[src/rtl/div_pkg.sv]
// Shared types and helpers for the DIV/DIVU sequencer and its iteration core.
package div_pkg;

   localparam int DIV_WIDTH = 32;

   typedef enum logic [2:0] {
      S_IDLE,
      S_PREP,
      S_ITER,
      S_FIX,
      S_DONE
   } state_t;

   // Magnitude of a signed operand; the most negative value maps to itself as unsigned.
   function automatic logic [DIV_WIDTH-1:0] twos_mag(input logic [DIV_WIDTH-1:0] v,
                                                     input logic                 is_signed);
      return (is_signed && v[DIV_WIDTH-1]) ? -v : v;
   endfunction

endpackage

[src/rtl/div_iter_core.sv]
// Unsigned non-restoring divide datapath: one quotient bit per step, no control of its own.
// The partial remainder keeps one extra bit; its MSB is the running remainder sign.
module div_iter_core
   import div_pkg::*;
#(
   parameter int WIDTH = DIV_WIDTH
) (
   input  logic             clk_i,
   input  logic             rst_ni,
   input  logic             load_i,
   input  logic             step_i,
   input  logic [WIDTH-1:0] dividend_i,
   input  logic [WIDTH-1:0] divisor_i,
   output logic [WIDTH-1:0] quo_o,
   output logic [WIDTH-1:0] rem_o
);

   logic [WIDTH:0]   rem_q, rem_d;
   logic [WIDTH-1:0] quo_q, quo_d;
   logic [WIDTH-1:0] dvs_q, dvs_d;
   logic [WIDTH:0]   shifted;
   logic [WIDTH:0]   step_rem;

   always_comb begin
      shifted  = {rem_q[WIDTH-1:0], quo_q[WIDTH-1]};
      step_rem = rem_q[WIDTH] ? shifted + {1'b0, dvs_q} : shifted - {1'b0, dvs_q};
      rem_d    = rem_q;
      quo_d    = quo_q;
      dvs_d    = dvs_q;
      if (load_i) begin
         rem_d = '0;
         quo_d = dividend_i;
         dvs_d = divisor_i;
      end else if (step_i) begin
         rem_d = step_rem;
         quo_d = {quo_q[WIDTH-2:0], ~step_rem[WIDTH]};
      end
   end

   always_ff @(posedge clk_i or negedge rst_ni) begin
      if (!rst_ni) begin
         rem_q <= '0;
         quo_q <= '0;
         dvs_q <= '0;
      end else begin
         rem_q <= rem_d;
         quo_q <= quo_d;
         dvs_q <= dvs_d;
      end
   end

   assign quo_o = quo_q;
   // Final restore: a negative partial remainder gets the divisor added back.
   assign rem_o = rem_q[WIDTH] ? rem_q[WIDTH-1:0] + dvs_q : rem_q[WIDTH-1:0];

endmodule

[src/rtl/div_ctrl.sv]
// MIPS DIV/DIVU sequencer: magnitude prep, WIDTH core iterations, sign fix, HI/LO write-back.
// Stalls MFHI/MFLO and new requests while busy; flush abandons the operation without writing.
module div_ctrl
   import div_pkg::*;
#(
   parameter int WIDTH = DIV_WIDTH
) (
   input  logic             clock,
   input  logic             reset,
   input  logic             req_valid,
   input  logic             req_signed,
   input  logic [WIDTH-1:0] dividend,
   input  logic [WIDTH-1:0] divisor,
   input  logic             hilo_read,
   input  logic             flush,
   output logic             req_ready,
   output logic             stall,
   output logic             hilo_we,
   output logic [WIDTH-1:0] hi,
   output logic [WIDTH-1:0] lo,
   output logic             dbz
);

   localparam int CNT_W = $clog2(WIDTH);

   state_t           state_q, state_d;
   logic [WIDTH-1:0] a_q, a_d, b_q, b_d;
   logic             sgn_q, sgn_d;
   logic             negq_q, negq_d, negr_q, negr_d;
   logic [CNT_W-1:0] cnt_q, cnt_d;
   logic [WIDTH-1:0] hi_q, hi_d, lo_q, lo_d;
   logic             dbz_q, dbz_d;
   logic             accept;
   logic             core_load, core_step;
   logic [WIDTH-1:0] a_mag, b_mag;
   logic [WIDTH-1:0] core_quo, core_rem;

   assign a_mag = WIDTH'(twos_mag(DIV_WIDTH'(a_q), sgn_q));
   assign b_mag = WIDTH'(twos_mag(DIV_WIDTH'(b_q), sgn_q));

   assign req_ready = (state_q == S_IDLE) || (state_q == S_DONE);
   assign accept    = req_valid && req_ready && !flush;
   assign hilo_we   = (state_q == S_DONE) && !flush;
   assign stall     = ((req_valid || hilo_read) && (state_q inside {S_PREP, S_ITER, S_FIX}))
                    || (hilo_read && (state_q == S_DONE));

   always_comb begin
      state_d   = state_q;
      a_d       = a_q;
      b_d       = b_q;
      sgn_d     = sgn_q;
      negq_d    = negq_q;
      negr_d    = negr_q;
      cnt_d     = cnt_q;
      hi_d      = hi_q;
      lo_d      = lo_q;
      dbz_d     = dbz_q;
      core_load = 1'b0;
      core_step = 1'b0;
      case (state_q)
         S_IDLE: if (accept) state_d = S_PREP;
         S_PREP: begin
            if (flush) begin
               state_d = S_IDLE;
            end else begin
               negq_d = sgn_q && (a_q[WIDTH-1] ^ b_q[WIDTH-1]);
               negr_d = sgn_q && a_q[WIDTH-1];
               cnt_d  = '0;
               if (b_q == '0) begin
                  // Divide by zero skips the core: HI echoes the raw dividend.
                  hi_d    = a_q;
                  lo_d    = '1;
                  dbz_d   = 1'b1;
                  state_d = S_DONE;
               end else begin
                  core_load = 1'b1;
                  state_d   = S_ITER;
               end
            end
         end
         S_ITER: begin
            if (flush) begin
               state_d = S_IDLE;
            end else begin
               core_step = 1'b1;
               cnt_d     = cnt_q + CNT_W'(1);
               if (cnt_q == CNT_W'(WIDTH - 1)) state_d = S_FIX;
            end
         end
         S_FIX: begin
            if (flush) begin
               state_d = S_IDLE;
            end else begin
               hi_d    = negr_q ? -core_rem : core_rem;
               lo_d    = negq_q ? -core_quo : core_quo;
               dbz_d   = 1'b0;
               state_d = S_DONE;
            end
         end
         S_DONE:  state_d = accept ? S_PREP : S_IDLE;
         default: state_d = S_IDLE;
      endcase
      if (accept) begin
         a_d   = dividend;
         b_d   = divisor;
         sgn_d = req_signed;
      end
   end

   always_ff @(posedge clock or negedge reset) begin
      if (!reset) begin
         state_q <= S_IDLE;
         a_q     <= '0;
         b_q     <= '0;
         sgn_q   <= 1'b0;
         negq_q  <= 1'b0;
         negr_q  <= 1'b0;
         cnt_q   <= '0;
         hi_q    <= '0;
         lo_q    <= '0;
         dbz_q   <= 1'b0;
      end else begin
         state_q <= state_d;
         a_q     <= a_d;
         b_q     <= b_d;
         sgn_q   <= sgn_d;
         negq_q  <= negq_d;
         negr_q  <= negr_d;
         cnt_q   <= cnt_d;
         hi_q    <= hi_d;
         lo_q    <= lo_d;
         dbz_q   <= dbz_d;
      end
   end

   div_iter_core #(.WIDTH(WIDTH)) u_core (
      .clk_i      (clock),
      .rst_ni     (reset),
      .load_i     (core_load),
      .step_i     (core_step),
      .dividend_i (a_mag),
      .divisor_i  (b_mag),
      .quo_o      (core_quo),
      .rem_o      (core_rem)
   );

   assign hi  = hi_q;
   assign lo  = lo_q;
   assign dbz = dbz_q;

endmodule

[config.mk]
export PLATFORM = sky130hd
export DESIGN_NAME = div_ctrl
export DESIGN_NICKNAME = d
export VERILOG_FILES = /design/src/rtl/div_pkg.sv /design/src/rtl/div_iter_core.sv /design/src/rtl/div_ctrl.sv
export SDC_FILE = /design/constraint.sdc
export NUM_CORES = 1
export LEC_CHECK = 0
export BUFFER_PORTS_ARGS = -buffer_cell sky130_fd_sc_hd__buf_2
export CAP_MARGIN = 40
export CORE_UTILIZATION = 54
export CTS_BUF_LIST = sky130_fd_sc_hd__clkbuf_8 sky130_fd_sc_hd__clkbuf_16
export DETAILED_ROUTE_END_ITERATION = 16
export PLACE_DENSITY = 0.76
export SLEW_MARGIN = 10
export SYNTH_ARGS = -nofsm -noshare
export SYNTH_HDL_FRONTEND = slang
export SYNTH_SLANG_ARGS = --single-unit
[constraint.sdc]
create_clock -name clock -period 5.4 [get_ports clock]
set_clock_uncertainty 0.1 [all_clocks]
set_input_delay 1.08 -clock clock [delete_from_list [all_inputs] [get_ports clock]]
set_output_delay 1.08 -clock clock [all_outputs]
set_load 0.02 [all_outputs]
==> impl_metrics.ini, run 1 <==
[synth]
yosys.cell_types.count = 77
synth_area_sq_um = 16200
synth-xor-area-share_pct = 10.3
postSynthAreaPerCell_sq_um = 8.77
main_combinational_cell_family_by_area_after_synthesis = compound AO/OA/AOI/OAI gates
yosysTopAreaCell = dfrtp_1
synth_top_cells_by_area = dfrtp_1 (37%), ha_1 (5.4%), xor2_1 (5.4%)
yosys_register_bits = 237
synth_nets = 1989
number_of_enable_type_register_cells_in_the_synthesized_netlist = 0
post_synth_and_or_nand_nor_area_fraction_pct = 16.5
yosys-mux-area-fraction_pct = 5.11
synth_top_cell_area_share_pct = 36.6
dominantRegCellSynth = dfrtp_1
synth_adder_area_share_pct = 5.66
synth_compound_gate_area_share_pct = 22.4
syn-instance-count = 1847
seq_area_frac_synth_pct = 36.6
synth-warning-count = 0
synthArstFlopShare_pct = 100

[global_route]
globalRouteMet1Util_pct = 36.9
first_global_vias = 13300
gr-total-overflow = 0
number_of_antenna_violations_at_the_first_check_in_global_routing = 0
globalRoute.busiestLayer = met2
grt_max_degree = 130
global_route.usage.total_pct = 27.3
grt_first_pass_wirelength_mm = 68.3
groute.layer.met3.usage_pct = 2.57
grtUsageMet2_pct = 47.0

[sta]
clock.fmax_mhz = 199
final-max-slew-violation-count = 0
post-route-period-util_pct = 93.2
finalSetupTns_ns = 0
setup_viol_count_final = 0
tightestPinTransition_ns = 0.978
setup_repair_after_global_routing_missed_its_margin = no
slew-limit-headroom_pct = 34.8
hold_viol_final = 0
finalCriticalPeriod_ns = 5.03

[place]
numPortBuffers = 137
gp_congestion = 0.933
hpwlAfterDp_mm = 31.8

[cells_and_area]
antenna_cells = 0
layout_common_cells = dfrtp_1 (236), nor2_1 (203), a21oi_1 (146)
nets = 2082
layout-area-overhead-vs-synth_pct = 12.0
layout-drive-gt1-share_pct = 15.4
final_util_pct = 61.4
layout.cells.most_common = dfrtp_1

[power]
leakagePower_nw = 7.94
peakVddDrop_mv = 0.352
power_density_nw_per_um2 = 656
post-layout-total-power_mw = 11.9

[drt]
wirelength_per_cell_um = 18.0
drt_drc_violations_left = 0
firstDrtPassIters = 5
vias_per_cell = 6.03
via_count = 14200
number_of_drc_violations_after_detailed_routing_iteration_0 = 944
antenna_violating_nets_post_route = 0
drt_wl_total_mm = 42.3

[critical_path]
worst-endpoint-required_ns = 5.69
worstPathArrival_ns = 5.33
setup.reg_to_reg.worst_slack_ns = 0.37
crit_path_frequent_cell = a31oi_1
setup.worst_path.start_class = flip-flop
worst-path-max-fanout = 6
crit_chain = inv_1 -> ha_1 -> nor3b_1 -> nor4b_1 -> buf_4 -> and3_1 -> and3_1 -> nor2_1 -> xor2_1 -> ha_1 -> and2_1 -> a22oi_1 -> nor2b_1 -> o2111ai_1 -> a31oi_1 -> o21ai_0 -> a31oi_1 -> mux2i_1 -> a31oi_1
critPathCaptureType = flip-flop
max_stage_delay_ns = 0.46
critPathKind = flip-flop to flip-flop
cp_slowest_cell = dfrtp_1

[clocking]
clk_pin_slew_worst_paths_ns = 0.06
cts_max_level = 1
cts.path.max_buffers = 3
cts.sinks = 237
cts_tree = built
root_cell_of_the_clock_tree = clkbuf_16
postCtsResizedCells = 0
cts_hold_buf = 0
buffers_inserted_by_post_cts_timing_repair = 0
clk-insertion-delay-late_ns = 0.55
cts-buffers-inserted = 26

[floorplan]
num_rows = 63
chipWidth_um = 175
floorplan.initialDensity_pct = 54.8
coreArea_sq_um = 29600
chipHeight_um = 175
pin_count = 138
fp.dieArea_sq_um = 30700

[job]
maxCapViolCount = 0

[min_path]
worstHoldPathType = flip-flop to flip-flop

[status]
outcome = finished clean
cells in the mapped netlist (all sizes together), types with 4 or more instances:
cell	number
a211o	7
a221o	31
o211a	4
a22oi	4
o2111ai	5
inv	41
clkbuf	74
buf	23
a31oi	59
ha	70
nor2	204
a311oi	4
nand3b	4
a2111oi	7
nor4	21
and3	15
or3	18
xor2	99
mux2	61
mux2i	14
nand2	146
and2	11
o211ai	10
o41ai	12
o31ai	27
dfrtp	237
nand4	13
a211oi	9
xnor2	92
o21ai	142
o21bai	6
a21o	35
or4	12
o21a	12
o22ai	8
or2	11
nand3	46
o31a	4
nand2b	16
nor2b	11
nor3	39
a21oi	149
a22o	4
state kept, by name, indices dropped and copies added (netlist names):
signal,count
dbz,1
u_core.quo_o,32
hi,32
sgn_q,1
negr_q,1
u_core.dvs_q,32
state_q,3
b_q,32
cnt_q,5
negq_q,1
lo,32
a_q,32
u_core.rem_q,33
logic make-up (layout without fill, tap and decap cells):
family | count (synthesis) | count (layout)
buffers and inverters | 138 | 250
xor gates and xnor gates | 191 | 191
AOI/OAI and AO/OA | 558 | 558
DFF | 237 | 237
muxes | 75 | 75
adders and majority gates | 72 | 72
and+or+nand+nor | 576 | 576
critical path: cells and delay by family, from the launching register on:
kind	cells	cell delay [ns]
simple gates	7	1.71
compound gates	6	1.44
fa+ha+maj	2	0.51
flops	1	0.46
buf+inv	2	0.27
mux	1	0.27
xor+xnor	1	0.14
path summary, 6_finish.rpt:
| kind | start | endpoint | depth (start not counted) |
|---|---|---|---|
| min in group asynchronous | reset | u_core.quo_o[8] | 1 |
| setup / recovery | u_core.dvs_q[1] | u_core.quo_o[0] | 19 |
| hold / removal | hi[8] | hi[8] | 2 |
| hold reg to reg | hi[8] | hi[8] | 2 |
| setup reg to reg | u_core.dvs_q[1] | u_core.quo_o[0] | 19 |
| max in group asynchronous | reset | b_q[30] | 2 |
per-stage QoR:
step                worst slack, ns  hold slack, ns  std cells  cell area, sq um
floorplan                     0.152           0.365       1847             16200
global placement              0.779           0.368       2300             17200
detailed placement            0.534           0.369       2302             17300
CTS                           0.534           0.384       2349             18100
global route                 0.0693           0.406       2349             18100
finish                        0.366           0.380       2349             18100
routing by layer:
metal	routed length, um	vias to the layer above
li1	-	6928
met1	19100	6801
met2	20300	379
met3	1950	57
met4	911	0
met5	0	-
where the power goes:
part,leakage (nW),internal (mW),switching (mW)
clock network,0.445,1.07,0.751
registers,2.86,2.39,0.904
logic,4.64,2.89,3.90
total,7.94,6.35,5.56
area by class of cell:
cell class | count | area [sq um]
inverter | 41 | 154
clock inverter | 18 | 188
timing repair buffer | 162 | 948
tap | 390 | 488
fill | 2593 | 11400
multi-input combinational | 1472 | 9740
clock buffer | 29 | 692
sequential | 237 | 5930
No activity file was read; power rests on OpenSTA's default activity.
==> inputs of run 2 (changes only) <==
- SYNTH_HIERARCHICAL: not set -> 1
- TNS_END_PERCENT: not set -> 100
==> impl_metrics.ini, run 2 <==
[critical_path]
critPathKind = flip-flop to flip-flop
regToRegStartpoint = u_core/dvs_q[2]
cp_slowest_cell = or4_1
worst_reg_to_reg_cells = 14
worst-path-max-fanout = 6
setup.reg_to_reg.worst_slack_ns = 0.74
crit_chain = ha_1 -> o211ai_1 -> o21ai_0 -> o211ai_1 -> and3_1 -> o31ai_1 -> a31oi_1 -> a211o_1 -> or4_1 -> or3_1 -> nor3_1 -> nand4_1 -> o41a_1 -> a31oi_1
worst-endpoint-required_ns = 5.77
critPathCaptureType = flip-flop
worstPathArrival_ns = 5.03
max_stage_delay_ns = 0.57
end_of_the_worst_register_to_register_path = hi[31]
setup.worst_path.start_class = flip-flop

[status]
outcome = finished clean

[synth]
syn-instance-count = 1864
postSynthAreaPerCell_sq_um = 9.01
synth_top_cell_area_share_pct = 35.3
synth-warning-count = 6
dominantRegCellSynth = dfrtp_1
yosysMostFrequentCell = dfrtp_1
synth_area_sq_um = 16800
synth_top_cells_by_area = dfrtp_1 (35%), mux2_2 (7.0%), ha_1 (5.3%)
yosys.cell_types.count = 91
yosys_register_bits = 237
synthArstFlopShare_pct = 100
netlist_top_cells_count = dfrtp_1 (237), nand2_1 (177), nor2_1 (171)
seq_area_frac_synth_pct = 35.3
yosysTopAreaCell = dfrtp_1
number_of_enable_type_register_cells_in_the_synthesized_netlist = 0
synth_nets = 2007

[min_path]
worstHoldStart = hi[11]
min_delay_path_depth = 1
min_to = hi[11]
worstHoldPathType = flip-flop to flip-flop

[floorplan]
floorplan.initialDensity_pct = 54.9
pin_count = 138
chipHeight_um = 178
num_rows = 64
fp.dieArea_sq_um = 31800
coreArea_sq_um = 30600
chipWidth_um = 178

[place]
hpwlAfterDp_mm = 34.7
gp_congestion = 0.905
numPortBuffers = 137

[clocking]
cts_max_level = 1
cts_hold_buf = 0
postCtsResizedCells = 0
buffers_inserted_by_post_cts_timing_repair = 0
cts.sinks = 237
cts_tree = built
cts-buffers-inserted = 28
clk-insertion-delay-late_ns = 0.56
cts.path.max_buffers = 3
root_cell_of_the_clock_tree = clkbuf_16
clk_pin_slew_worst_paths_ns = 0.06

[global_route]
gr-total-overflow = 0
grt_first_pass_wirelength_mm = 73.9
number_of_antenna_violations_at_the_first_check_in_global_routing = 0
grt_max_degree = 99
global_route.usage.total_pct = 29.2
first_global_vias = 13800

[sta]
slew-limit-headroom_pct = 35.4
setup_repair_after_global_routing_missed_its_margin = no
post-route-period-util_pct = 86.3
final-max-slew-violation-count = 0
finalCriticalPeriod_ns = 4.66
finalSetupTns_ns = 0
setup_viol_count_final = 0
hold_viol_final = 0
clock.fmax_mhz = 215
tightestPinTransition_ns = 0.969

[cells_and_area]
registers.top_by_ff_count = u_core/rem_q
layout-drive-gt1-share_pct = 17.6
layout.cells.most_common = dfrtp_1
layout-area-overhead-vs-synth_pct = 11.6
layout_common_cells = dfrtp_1 (236), nand2_1 (177), nor2_1 (170)
nets = 2094
largest_register_ffs = 33

[power]
post-layout-total-power_mw = 12.8
leakagePower_nw = 8.12
peakVddDrop_mv = 0.321
power_density_nw_per_um2 = 683

[drt]
antenna_violating_nets_post_route = 0
drt_wl_total_mm = 46.6
wirelength_per_cell_um = 19.7
firstDrtPassIters = 5
vias_per_cell = 6.19
via_count = 14700
number_of_drc_violations_after_detailed_routing_iteration_0 = 1216
drt_drc_violations_left = 0

[job]
maxCapViolCount = 0
[run 2: cell types whose count changed after synthesis, moves of 28 or more]
cell     delta
o21ai_1    +39
nor2_1     -33
mux2_2     +43
mux2i_1    +42
a21oi_1    -29
nand2_1    +31
a221o_1    -28
[run 2: area by class of cell]
type,instances,area [sq um]
inverter,48,183
fill,2624,11900
sequential,237,5930
multi-input combinational,1483,10300
timing repair buffer,153,845
clock buffer,38,838
tap,396,495
clock inverter,14,185
antenna,1,2.50
[run 2: worst max path at each step]
stage | start | endpoint | slack, ns | depth (start not counted)
after CTS | u_core/dvs_q[1] | u_core/rem_q[32] | 0.83 | 16
after global routing | u_core/dvs_q[1] | u_core/quo_o[0] | 0.36 | 16
after detailed placement | u_core/dvs_q[1] | u_core/rem_q[32] | 0.85 | 16
after global placement | u_core/dvs_q[1] | u_core/rem_q[32] | 0.92 | 16
after floorplan | u_core/dvs_q[2] | u_core/rem_q[29] | 1.21 | 15
final | u_core/dvs_q[2] | hi[31] | 0.74 | 14
[run 2: critical path, delay by kind of cell, from the launching register on]
family          cells  cell delay (ns)
compound gates      8             2.13
fa+ha+maj           1             0.39
flops               1             0.45
simple gates        5             1.52
[run 2: power by group]
group	internal, mW	switching (mW)	total [mW]
Combinational	3.06	4.29	7.35
Sequential	2.40	0.991	3.39
Clock	1.27	0.783	2.06
Total	6.73	6.06	12.8
[run 2: cells by family (layout without fill, tap and decap cells)]
kind of cell	count (synthesis)	after routing	share of synthesized area (%)
other	0	1	0
buffers and inverters	144	253	3.67
AO/OA/AOI/OAI	493	493	18.5
XOR/XNOR	196	196	10.3
multiplexers	161	161	10.4
flip-flops	237	237	35.3
AND/OR/NAND/NOR	560	560	16.3
adder cells (fa/ha/maj)	73	73	5.53
[run 2: metal layers]
layer,share of wire [%],global-route usage (%),vias to the layer above
li1,-,-,6904
met1,44,40.7,7073
met2,46,46.8,593
met3,6.1,3.05,101
met4,3.6,11.0,0
met5,0,0,-
[run 2: per-stage QoR]
step / instance area (sq um) / utilization [%] / setup slack (ns) / hold slack [ns] / cells
after global routing: 18700 / 61.2 / 0.357 / 0.382 / 2369
after global placement: 17700 / 57.8 / 0.924 / 0.354 / 2314
after CTS: 18700 / 61.2 / 0.830 / 0.378 / 2369
after detailed placement: 17700 / 57.9 / 0.847 / 0.365 / 2317
after floorplan: 16800 / - / 1.21 / 0.365 / 1864
final: 18700 / 61.2 / 0.738 / 0.375 / 2370
==> inputs of run 3 (changes only) <==
- ABC_AREA: not set -> 1
- PLACE_DENSITY: 0.76 -> 0.73
- clock period: 5.4 -> 4.4 ns (I/O delays scaled with it)
==> impl_metrics.ini, run 3 <==
[place]
numPortBuffers = 137
gp_congestion = 1.02
hpwlAfterDp_mm = 50.4
placement.cell_area_sq_um = 19500

[clocking]
buffers_inserted_by_post_cts_timing_repair = 0
cts_hold_buf = 0
cts.path.max_buffers = 3
postCtsResizedCells = 0
cts_max_level = 1
clk_pin_slew_worst_paths_ns = 0.06
clk-insertion-delay-late_ns = 0.57
cts-buffers-inserted = 28
cts_tree = built
cts.sinks = 237
root_cell_of_the_clock_tree = clkbuf_16

[sta]
finalSetupTns_ns = 0
final-max-slew-violation-count = 0
hold_viol_final = 0
post-route-period-util_pct = 89.1
finalCriticalPeriod_ns = 3.92
clock.fmax_mhz = 255
slew-limit-headroom_pct = 38.7
setup_viol_count_final = 0
tightestPinTransition_ns = 0.920
setup_repair_after_global_routing_missed_its_margin = no

[synth]
synth_top_cells_by_area = dfrtp_1 (32%), nand2_1 (20%), nor2_1 (6.3%)
netlist_top_cells_count = nand2_1 (959), nor2_1 (307), inv_1 (291)
synth_area_sq_um = 18400
synthArstFlopShare_pct = 100
yosysTopAreaCell = dfrtp_1
seq_area_frac_synth_pct = 32.2
dominantRegCellSynth = dfrtp_1
yosys_register_bits = 237
number_of_enable_type_register_cells_in_the_synthesized_netlist = 0
syn-instance-count = 2847
synth-warning-count = 6
synth_top_cell_area_share_pct = 32.2
yosysMostFrequentCell = nand2_1
postSynthAreaPerCell_sq_um = 6.47
yosys.cell_types.count = 52
synth_nets = 2990

[job]
maxCapViolCount = 0

[floorplan]
floorplan.initialDensity_pct = 54.9
pin_count = 138
coreArea_sq_um = 33500
chipWidth_um = 187
fp.dieArea_sq_um = 34800
chipHeight_um = 187
num_rows = 67

[min_path]
worstHoldPathType = input port to async pin

[cells_and_area]
final_design_area_no_fill_sq_um = 20500
layout_common_cells = nand2_1 (959), nor2_1 (306), inv_1 (294)
fillers = 3215
multi_input_comb_area_sq_um = 10900
layout-drive-gt1-share_pct = 9.06
layout.cells.most_common = nand2_1
nets = 3091
regArea_sq_um = 5930
registers.top_by_ff_count = u_core/rem_q
layout-area-overhead-vs-synth_pct = 11.4
largest_register_ffs = 33

[power]
power_density_nw_per_um2 = 969
power_frac_seq_pct = 22.4
comb_pwr_share_pct = 64.3
p_sw_share_pct = 54.8
post-layout-total-power_mw = 19.9
internal_power_component_mw = 8.98
switching_power_mw = 10.9
peakVddDrop_mv = 0.468
clock_power_share_pct = 13.3
leakagePower_nw = 10.4

[drt]
drt_drc_violations_left = 0
via_count = 19500
vias_per_cell = 5.69
drt_wl_total_mm = 63.9
wirelength_per_cell_um = 18.7
firstDrtPassIters = 5
antenna_violating_nets_post_route = 0
number_of_drc_violations_after_detailed_routing_iteration_0 = 2073

[critical_path]
worst_reg_to_reg_cells = 20
worstPathArrival_ns = 4.31
critPathKind = flip-flop to flip-flop
cp_slowest_cell = fa_1
worst-path-max-fanout = 5
crit_chain = ha_1 -> inv_1 -> fa_1 -> o21ai_2 -> nand2_1 -> nand2_2 -> nand3_2 -> nand2_2 -> nand2_1 -> nand3_1 -> o21ai_0 -> nor2_1 -> nand2_1 -> nor2_1 -> nand3_1 -> nand3_1 -> nand2_1 -> o21ai_0 -> nand2_1 -> nand2_1
worst-endpoint-required_ns = 4.79
max_stage_delay_ns = 0.42
critPathCaptureType = flip-flop
setup.worst_path.start_class = flip-flop
cell_family_with_the_largest_share_of_critical_path_delay = simple AND/OR/NAND/NOR gates
cp_num_cells = 20
crit_path_frequent_cell = nand2_1
path_buf_inv = 1

[global_route]
gr-total-overflow = 0
grt_max_degree = 108
grt_first_pass_wirelength_mm = 101
global_route.usage.total_pct = 36.6
number_of_antenna_violations_at_the_first_check_in_global_routing = 3
first_global_vias = 17900

[status]
outcome = finished clean
[run 3: cell types whose count changed after synthesis, sizes merged, moves of 28 or more]
cell   before  now
nand4      14   42
nand3      26  187
nor2      171  316
mux2      105    0
o31ai      37    5
xnor2     102   30
a31oi      37    4
o21ai     164  237
mux2i      56    0
inv        48  308
nand2     179  981
[run 3: layout make-up]
class,count,share of cell area [%]
tap,448,2.73
antenna,1,0.0122
multi-input combinational,2217,53.2
sequential,237,28.9
inverter,310,5.67
timing repair buffer,154,4.30
clock inverter,19,1.36
clock buffer,33,3.81
[run 3: power groups by stage]
stage	sequential [mW]	combinational [mW]	clock, mW
3_5_place_dp	4.42	12.4	0
6_report	4.45	12.8	2.65
4_1_cts	4.40	12.5	2.67
3_3_place_gp	4.39	12.3	0
2_1_floorplan	4.29	8.86	0
5_1_grt	4.55	14.2	2.74
[run 3: path summary, 6_finish.rpt]
check / endpoint / from / slack [ns]
hold reg to reg: lo[4] / lo[4] / 0.36
hold / removal: u_core/rem_q[26] / reset / 0.23
setup / recovery: hi[20] / u_core/dvs_q[0] / 0.48
max in group asynchronous: u_core/quo_o[21] / reset / 2.96
min in group clock: lo[4] / lo[4] / 0.36
setup reg to reg: hi[20] / u_core/dvs_q[0] / 0.48
[run 3: layer usage]
metal	track usage, %	wire length (um)	vias up
li1	-	-	9423
met1	55.3	29200	9053
met2	53.0	26200	874
met3	7.45	6810	104
met4	9.58	1600	4
met5	0	27	-
[run 3: logic make-up after synthesis]
family	Yosys count	share of synthesized area, %
simple gates	1585	35.5
xor+xnor	101	4.80
compound gates	458	13.9
fa+ha+maj	73	5.04
buf+inv	393	8.55
flops	237	32.2
[run 3: per-stage QoR]
step                hold WS (ns)  cells  setup WS, ns  utilization [%]
detailed placement         0.353   3366         0.586             58.0
global placement           0.350   3365         0.651             58.0
CTS                        0.308   3418         0.518             61.2
global route               0.328   3418         0.138             61.2
floorplan                  0.353   2847          1.51                -
finish                     0.231   3419         0.480             61.2
